==> src/rtl/hwpe_ownership_scheduler_pkg.sv <==
// hwpe_ownership_scheduler_pkg: shared HWPE sizing and the scheduler FSM state type
package hwpe_ownership_scheduler_pkg;
  localparam int MAX_NUM_HWPES = 4;
  localparam int SEL_W = $clog2(MAX_NUM_HWPES);
  typedef enum logic [2:0] {IDLE, DRAIN, GATE_OFF, GATE_ON, OWNED} hwpe_sched_state_e;
endpackage

==> src/rtl/hwpe_sched_rr_arb.sv <==
// hwpe_sched_rr_arb: N-input round-robin arbiter, pointer moves past the winner on accept
// ports: req_i requests, accept_i winner taken this cycle, valid_o any request, idx_o winner index
module hwpe_sched_rr_arb
  import hwpe_ownership_scheduler_pkg::*;
#(
  parameter int N = 8
) (
  input  logic                 clk,
  input  logic                 rst_n,
  input  logic [N-1:0]         req_i,
  input  logic                 accept_i,
  output logic                 valid_o,
  output logic [$clog2(N)-1:0] idx_o
);
  localparam int W = $clog2(N);
  logic [W-1:0] ptr_q;
  always_comb begin
    valid_o = 1'b0;
    idx_o   = '0;
    for (int i = 0; i < N; i++) begin
      if (!valid_o && req_i[(int'(ptr_q) + i) % N]) begin
        valid_o = 1'b1;
        idx_o   = W'((int'(ptr_q) + i) % N);
      end
    end
  end
  always_ff @(posedge clk or negedge rst_n) begin
    if (!rst_n) ptr_q <= '0;
    else if (accept_i && valid_o) ptr_q <= (idx_o == W'(N - 1)) ? '0 : idx_o + 1'b1;
  end
endmodule

==> src/rtl/hwpe_ownership_scheduler.sv <==
// hwpe_ownership_scheduler: grants exclusive ownership of one HWPE at a time to N_CORES requesters
// ports: req_i/req_hwpe_i/rel_i per-core request, index, release; gnt_o/err_o per-core grant, reject;
//        owner_valid_o/owner_o current owner; busy_i, cfg_* subsystem status; hwpe_en_o/hwpe_sel_o to subsystem
// HWPE_SCHED_IDLE_GATE_EN: drop hwpe_en_o after IDLE_CYCLES idle cycles with no owner
module hwpe_ownership_scheduler
  import hwpe_ownership_scheduler_pkg::*;
#(
  parameter int N_CORES     = 8,
  parameter int N_HWPES     = 1,
  parameter int GATE_CYCLES = 2,
  parameter int IDLE_CYCLES = 16,
  parameter int OUTST_W     = 4
) (
  input  logic                       clk,
  input  logic                       rst_n,
  input  logic [N_CORES-1:0]         req_i,
  input  logic [N_CORES*SEL_W-1:0]   req_hwpe_i,
  input  logic [N_CORES-1:0]         rel_i,
  output logic [N_CORES-1:0]         gnt_o,
  output logic [N_CORES-1:0]         err_o,
  output logic                       owner_valid_o,
  output logic [$clog2(N_CORES)-1:0] owner_o,
  input  logic                       busy_i,
  input  logic                       cfg_req_i,
  input  logic                       cfg_gnt_i,
  input  logic                       cfg_r_valid_i,
  output logic                       hwpe_en_o,
  output logic [SEL_W-1:0]           hwpe_sel_o
);
  localparam int IDX_W = $clog2(N_CORES);
  localparam int GW    = $clog2(GATE_CYCLES) + 1;
  localparam int IW    = $clog2(IDLE_CYCLES) + 1;
`ifdef HWPE_SCHED_IDLE_GATE_EN
  localparam bit IDLE_GATE = 1'b1;
`else
  localparam bit IDLE_GATE = 1'b0;
`endif
  hwpe_sched_state_e  state_q, state_d;
  logic [IDX_W-1:0]   owner_q, owner_d, win_idx;
  logic [SEL_W-1:0]   sel_q, sel_d, tgt_q, tgt_d, win_sel;
  logic               en_q, en_d;
  logic [GW-1:0]      gcnt_q, gcnt_d;
  logic [IW-1:0]      icnt_q;
  logic [OUTST_W-1:0] outst_q;
  logic [N_CORES-1:0] bad_req;
  logic               win_valid, accept, inc, dec, idle_cond, idle_off;
  always_comb begin
    bad_req = '0;
    for (int c = 0; c < N_CORES; c++)
      bad_req[c] = req_i[c] && (int'(req_hwpe_i[c*SEL_W +: SEL_W]) >= N_HWPES);
  end
  hwpe_sched_rr_arb #(.N(N_CORES)) i_arb (
    .clk      (clk),
    .rst_n    (rst_n),
    .req_i    (req_i & ~bad_req),
    .accept_i (accept),
    .valid_o  (win_valid),
    .idx_o    (win_idx)
  );
  assign win_sel = req_hwpe_i[win_idx*SEL_W +: SEL_W];
  assign accept  = (state_q == IDLE) && win_valid;
  assign inc     = cfg_req_i && cfg_gnt_i;
  assign dec     = cfg_r_valid_i;
  // idle gating only counts while nobody owns or wants the HWPE and nothing is in flight
  assign idle_cond = IDLE_GATE && (state_q == IDLE) && (req_i == '0) && !busy_i && (outst_q == '0);
  assign idle_off  = idle_cond && (icnt_q == IW'(IDLE_CYCLES - 1));
  always_comb begin
    state_d = state_q;
    owner_d = owner_q;
    tgt_d   = tgt_q;
    sel_d   = sel_q;
    en_d    = en_q;
    gcnt_d  = gcnt_q;
    case (state_q)
      IDLE: begin
        if (win_valid) begin
          owner_d = win_idx;
          tgt_d   = win_sel;
          state_d = (en_q && win_sel == sel_q) ? OWNED : DRAIN;
        end else if (idle_off) en_d = 1'b0;
      end
      DRAIN: begin
        if (!busy_i && outst_q == '0) begin
          state_d = GATE_OFF;
          en_d    = 1'b0;
          sel_d   = tgt_q;
          gcnt_d  = '0;
        end
      end
      GATE_OFF: begin
        if (gcnt_q == GW'(GATE_CYCLES - 1)) begin
          state_d = GATE_ON;
          en_d    = 1'b1;
        end else gcnt_d = gcnt_q + 1'b1;
      end
      GATE_ON: state_d = OWNED;
      OWNED:   state_d = rel_i[owner_q] ? IDLE : OWNED;
      default: state_d = IDLE;
    endcase
  end
  always_ff @(posedge clk or negedge rst_n) begin
    if (!rst_n) begin
      state_q <= IDLE;
      owner_q <= '0;
      tgt_q   <= '0;
      sel_q   <= '0;
      en_q    <= 1'b0;
      gcnt_q  <= '0;
    end else begin
      state_q <= state_d;
      owner_q <= owner_d;
      tgt_q   <= tgt_d;
      sel_q   <= sel_d;
      en_q    <= en_d;
      gcnt_q  <= gcnt_d;
    end
  end
  always_ff @(posedge clk or negedge rst_n) begin
    if (!rst_n) icnt_q <= '0;
    else icnt_q <= (idle_cond && !idle_off) ? icnt_q + 1'b1 : '0;
  end
  // saturating: over/underflow is flagged by the assertions below rather than wrapping
  always_ff @(posedge clk or negedge rst_n) begin
    if (!rst_n) outst_q <= '0;
    else if (inc && !dec && !(&outst_q)) outst_q <= outst_q + 1'b1;
    else if (dec && !inc && outst_q != '0) outst_q <= outst_q - 1'b1;
  end
  a_outst_ovf: assert property (@(posedge clk) disable iff (!rst_n) !(inc && !dec && (&outst_q)));
  a_outst_udf: assert property (@(posedge clk) disable iff (!rst_n) !(dec && !inc && outst_q == '0));
  assign gnt_o         = (state_q == OWNED) ? (N_CORES'(1) << owner_q) : '0;
  assign err_o         = (state_q == IDLE) ? bad_req : '0;
  assign owner_valid_o = (state_q == OWNED);
  assign owner_o       = owner_q;
  assign hwpe_en_o     = en_q;
  assign hwpe_sel_o    = sel_q;
endmodule

==> config.mk <==
export PLATFORM = sky130hd
export DESIGN_NAME = hwpe_ownership_scheduler
export DESIGN_NICKNAME = d
export VERILOG_FILES = /design/src/rtl/hwpe_ownership_scheduler_pkg.sv /design/src/rtl/hwpe_sched_rr_arb.sv /design/src/rtl/hwpe_ownership_scheduler.sv
export SDC_FILE = /design/constraint.sdc
export NUM_CORES = 1
export LEC_CHECK = 0
export ABC_AREA = 1
export CORE_MARGIN = 2
export CORE_UTILIZATION = 51
export CTS_BUF_LIST = sky130_fd_sc_hd__clkbuf_8
export DETAILED_ROUTE_END_ITERATION = 6
export PLACE_DENSITY = 0.83
export SYNTH_ARGS = -nofsm -noshare
export SYNTH_HDL_FRONTEND = slang
export SYNTH_HIERARCHICAL = 1
export SYNTH_SLANG_ARGS = --single-unit
==> constraint.sdc <==
create_clock -name clk -period 4 [get_ports clk]
set_clock_uncertainty 0.2 [all_clocks]
set_input_delay 0.4 -clock clk [delete_from_list [all_inputs] [get_ports clk]]
set_output_delay 0.4 -clock clk [all_outputs]
set_load 0.02 [all_outputs]
* After elaboration in Yosys (flattened, before gate mapping)
Cells that the tools add are included.
W data, S select, Z words.
** Word-level totals
- Word-level logic and storage cells :: 169
- Bits of input ports :: 38
- Latch bits :: 0
- Output and inout bits :: 23
- Memories :: 0
- Flip-flop bits (word level) :: 20
- Memory bits (writable) :: 0
- Bits in read-only memories :: 0
** Operators by class
- Shifts and indexed selects :: 2
- Div/mod/pow operators :: 0
- Multiply operators :: 0
- Reduce and logical (&&, ||, !) cells :: 53
- Muxes and demuxes :: 58
- Eq/ne operators :: 11
- Bitwise operators :: 9
- Add/sub/neg operators :: 11
- $lt $le $gt $ge :: 17
** Operators with widths (number)
- $mux W3 :: 14
- $lt A4 B5 Y1 const B :: 7
- $bmux W1 S3 :: 9
- $mux W1 :: 26
- $logic_and A1 B1 Y1 :: 24
- $reduce_or A3 Y1 :: 7
- $ge A2 B1 Y1 const B :: 8
- $mux W8 :: 2
- $shiftx A16 B5 Y2 :: 1
- $pmux W3 S5 :: 1
- $add A3 B3 Y3 const B :: 4
- $logic_not A1 Y1 :: 11
- $reduce_and A3 Y1 :: 3
- $and A8 B8 Y8 :: 1
- $lt A3 B4 Y1 const B :: 2
- $mux W4 :: 2
- $not A8 Y8 :: 1
- $shl A1 B3 Y8 const A :: 1
- $and A1 B1 Y1 const A :: 7
- $add A3 B1 Y3 const B :: 2
- $add A3 B2 Y3 const B :: 2
- $eq A3 B2 Y1 const B :: 2
- $eq A3 B3 Y1 const B :: 2
- $ne A2 B2 Y1 const B :: 3
- 16 further kinds :: 19

* Depth between registers and ports, before layout
- Depth after elaboration :: 34
- Depth in mapped cells :: 28
- Gate-level depth less buffers :: 26

* Modules after synthesis
Netlist, hierarchy kept.
** By module, submodules not included
- hwpe_ownership_scheduler :: instances 1, cells an instance 211, area an instance 1426.4 um^2, seq. area each 425.4 um^2
- hwpe_sched_rr_arb :: instances 1, cells an instance 145, area an instance 915.9 um^2, seq. area each 75.1 um^2

* Least setup slack after synthesis
OpenSTA, ideal clock, no wires.
- Kind :: register -> register
- Start point :: register i_arb.ptr_q[1]
- End point :: register state_q[0]
- Cell stages (with the launch flop) :: 26
- Setup slack :: 0.774 ns
- Arrival :: 2.902 ns
- Setup time :: 0.124 ns
- Data required time :: 3.676 ns
- Buffers on the path :: 1
- Cell sequence :: dfrtp_1 buf_8 inv_6 ha_1 inv_2 nand3_1 nand3_2 nand2_4 nor2_8 nand4_4 nor2_4 nand2_2 o21ai_0 nor2_1 nor2_1 inv_2 nand3_1 nand3_2 nand2_2 nand2_2 nand2_2 nand3_2 nand2_1 nand2_1 nand2_1 nand2_1
** On the way
- Word-level cells in the longest chain between the ends :: 30
** RTL lines
- from (decl) :: RTL line hwpe_sched_rr_arb.sv:16 : logic [W-1:0] ptr_q;
- from (signal assigned) :: RTL line hwpe_sched_rr_arb.sv:29 : else if (accept_i && valid_o) ptr_q <= (idx_o == W'(N - 1)) ? '0 : idx_o + 1'b1;
- $add A3 B1 Y3 / $bmux W1 S3 (equally long branches) :: RTL line hwpe_sched_rr_arb.sv:21, hwpe_sched_rr_arb.sv:23
- $bmux W1 S3 / $mux W1 (equally long branches) :: RTL line hwpe_sched_rr_arb.sv:21 : if (!valid_o && req_i[(int'(ptr_q) + i) % N]) begin
- $mux W1 (not written as such) :: RTL line hwpe_sched_rr_arb.sv:21
- $mux W1 (not written as such) / $logic_not A1 Y1 (equally long branches) :: RTL line hwpe_sched_rr_arb.sv:21
- $logic_and A1 B1 Y1 :: RTL line hwpe_sched_rr_arb.sv:21
- $mux W1 :: RTL line hwpe_sched_rr_arb.sv:21
- $logic_not A1 Y1 :: RTL line hwpe_sched_rr_arb.sv:21
- $logic_and A1 B1 Y1 :: RTL line hwpe_sched_rr_arb.sv:21
- (+15 left out)
- $mux W3 * :: RTL line hwpe_sched_rr_arb.sv:21
- net win_idx[1] :: RTL line hwpe_ownership_scheduler.sv:39 : logic [IDX_W-1:0] owner_q, owner_d, win_idx;
- $shiftx A16 B5 Y2 * :: RTL line hwpe_ownership_scheduler.sv:60 : assign win_sel = req_hwpe_i[win_idx*SEL_W +: SEL_W];
- $eq A2 B2 Y1 * :: RTL line hwpe_ownership_scheduler.sv:79 : state_d = (en_q && win_sel == sel_q) ? OWNED : DRAIN;
- $logic_and A1 B1 Y1 * :: RTL line hwpe_ownership_scheduler.sv:79
- $mux W3 * :: RTL line hwpe_ownership_scheduler.sv:79
- $mux W3 * :: RTL line hwpe_ownership_scheduler.sv:76 : if (win_valid) begin
- $pmux W3 S5 * :: RTL line hwpe_ownership_scheduler.sv:74 : case (state_q)
- to (signal assigned) :: RTL line hwpe_ownership_scheduler.sv:110 : state_q <= state_d;
- to (decl) :: RTL line hwpe_ownership_scheduler.sv:38 : hwpe_sched_state_e state_q, state_d;
The timed path passes the listed nets; every way through them passes the cells marked *. The select of a mux whose other input is x is not followed.
A chain may end at the register's enable or synchronous reset.

* Worst setup path in the final report
- Start point :: register i_arb.ptr_q[0]
- End point :: register state_q[0]
Same word-level chain as after synthesis.

==> metrics.csv <==
metric,value,unit
yosysWarnings,6,
worstPathArrival,3.35,ns
rsz0062_at_grt,no,
start_util,53.4,%
synth_edf_count,0,
synth_area_leader_cell,dfrtp_1,
relSlewSlack,39.7,%
crit_family,simple AND/OR/NAND/NOR gates,
ys_async_sr_fraction,100,%
cts-root-buf,clkbuf_8,
max_freq,0.293,GHz
synth_ff_type,dfrtp_1,
first_pass_iters,5,
htreeDepth,1,
critPathMaxFanout,10,
hold_path.class,flop to flop,
wire_per_inst,12.5,um
synth_cell_type_count,40,
synth_area_leaders,"dfrtp_1 (21%), nand2_1 (14%), inv_1 (8.5%), nand3_1 (7.3%), nand3_2 (6.8%)",
antenna_found_initial,0,
grt_pass1_vias,2395,
yosys.area_share.simple,47.1,%
clk_latency,0.26,ns
drv_slew,0,
ant_nets,0,
end_kind,flop,
cts_setup_buffers,0,
fillers,384,
place_hpwl,4930,um
netlist_instances,356,
routabilityCongestion,0.890,
area_growth,30.6,%
clock_sinks,20,
synthAdderAreaFrac,4.06,%
synthTopCellsByCount,"nand2_1 (88), inv_1 (53), nand3_1 (34)",
final_core_utilization,69.7,%
grt_max_degree,21,
synth_seq_area_share,21.4,%
cts.path.max_buffers,2,
maxCapViolations,0,
ys_ff_latch,20,
drt-initial-drc-count,238,
cts_tree,yes,
design_area,3060,sq um
critical_path.max_stage_delay,0.39,ns
die_h,71.8,um
synth.avg_cell_area,6.58,sq um
die_area,5150,sq um
drc,0,
num_vias,2501,
syn-cell-area,2340,sq um
outcome,"finished, final reports clean",
tns,0,ns
ios,61,
post-synth-top-count-cell,nand2_1,
cts-buffers-inserted,3,
path_clk_slew,0.07,ns
hold_buffers,0,
grt_pass1_wl,10500,um
synth_top_family_by_area,simple AND/OR/NAND/NOR gates,
synth_compound_area_share,9.99,%
slowest_stage,dfrtp_1,
fin_nets,468,
setup_violations,0,
hold_viol,0,
core-area,4380,sq um
cp_num_buf_inv,4,
min_period,3.41,ns
diodes,0,
yosys.area_share.xor_xnor,3.63,%
die_w,71.8,um
grt_use_total,24.9,%
synth.area.mux_share,0.481,%
syn-num-nets,401,
grt_overflow_total,0,
layout-drive-gt1-share,16.9,%
place_area,3020,sq um
fin_crit_sh,85.2,%
critPathMostFrequentCell,nand2_1,
cts_resized,0,
num_rows,24,
worstMarginPinSlew,0.902,ns
synth_top_area_share,21.4,%
totalWireLength,5920,um
viasPerCell,5.29,
io_buffers,60,
required,3.94,ns
path_class,flop to flop,
cp-start-kind,flop,
-- metrics by stage --
stage | hold slack, ns | setup WS, ns | std cells
floorplan | -0.0956 | 0.774 | 356
global placement | 0.274 | 0.426 | 470
detailed placement | 0.283 | 0.436 | 470
CTS | 0.296 | 0.589 | 473
global route | 0.319 | 0.240 | 473
finish | 0.291 | 0.592 | 473
-- registers in the layout (all words and copies together) (netlist names) --
signal,cells
i_arb/ptr_q,3
tgt_q,2
outst_q,4
state_q,3
hwpe_en_o,1
owner_o,3
gcnt_q,2
hwpe_sel_o,2
-- layout make-up --
class	instances	area (sq um)	share of cell area (%)
well taps	52	65.1	2.13
inverters	67	264	8.63
flip-flops and latches	20	500	16.4
multi-input cells	265	1530	50.0
repair buffers	66	658	21.5
clock buffers	3	41.3	1.35
-- routing by layer --
metal	track usage, %	up-vias	part of all wire [%]
met5	0	-	0
met3	4.64	14	5.5
met4	5.87	0	1.9
met2	43.1	75	48
met1	32.2	1137	44
li1	-	1275	-
-- worst min-delay path, stage by stage, from the launching register on --
cell     delay [ns]
dfrtp_1        0.34
nand2_1        0.05
o21ai_1        0.06
-- layout by cell type (no fill, tap or decap), types with 2 or more instances in the layout --
| cell | count |
|---|---|
| a211oi_1 | 8 |
| nor3_1 | 11 |
| a31oi_1 | 2 |
| nand4_1 | 3 |
| a21oi_1 | 6 |
| inv_2 | 12 |
| o21ai_1 | 8 |
| xor2_1 | 4 |
| xnor2_1 | 2 |
| nand2_4 | 2 |
| clkbuf_8 | 3 |
| dfrtp_1 | 20 |
| clkdlybuf4s50_1 | 60 |
| nand2_2 | 19 |
| nand3_2 | 16 |
| o21ai_0 | 7 |
| nand3_1 | 34 |
| ha_1 | 6 |
| buf_4 | 5 |
| nor2_4 | 3 |
| xor2_2 | 2 |
| inv_1 | 53 |
| nand2_1 | 88 |
| a22oi_1 | 2 |
| nor2_1 | 28 |
-- worst paths after layout --
path                                     start    endpoint  slack [ns]  cells past startpoint
worst max-delay path            i_arb/ptr_q[0]  state_q[0]        0.59                     25
worst min-delay path                 gcnt_q[1]   gcnt_q[1]        0.29                      2
worst max register to register  i_arb/ptr_q[0]  state_q[0]        0.59                     25
worst min register to register       gcnt_q[1]   gcnt_q[1]        0.29                      2
max in group asynchronous                rst_n   gcnt_q[1]        2.60                      1
min in group asynchronous                rst_n  owner_o[2]        0.45                      1
-- logic make-up after synthesis --
family / after synthesis
xor gates and xnor gates: 8
muxes: 1
buffers and inverters: 71
adders and majority gates: 7
and+or+nand+nor: 211
AOI/OAI and AO/OA: 38
DFF: 20
Power is not shown: default switching activity piles up to over one toggle a cycle in this logic, so the estimate is an artifact.
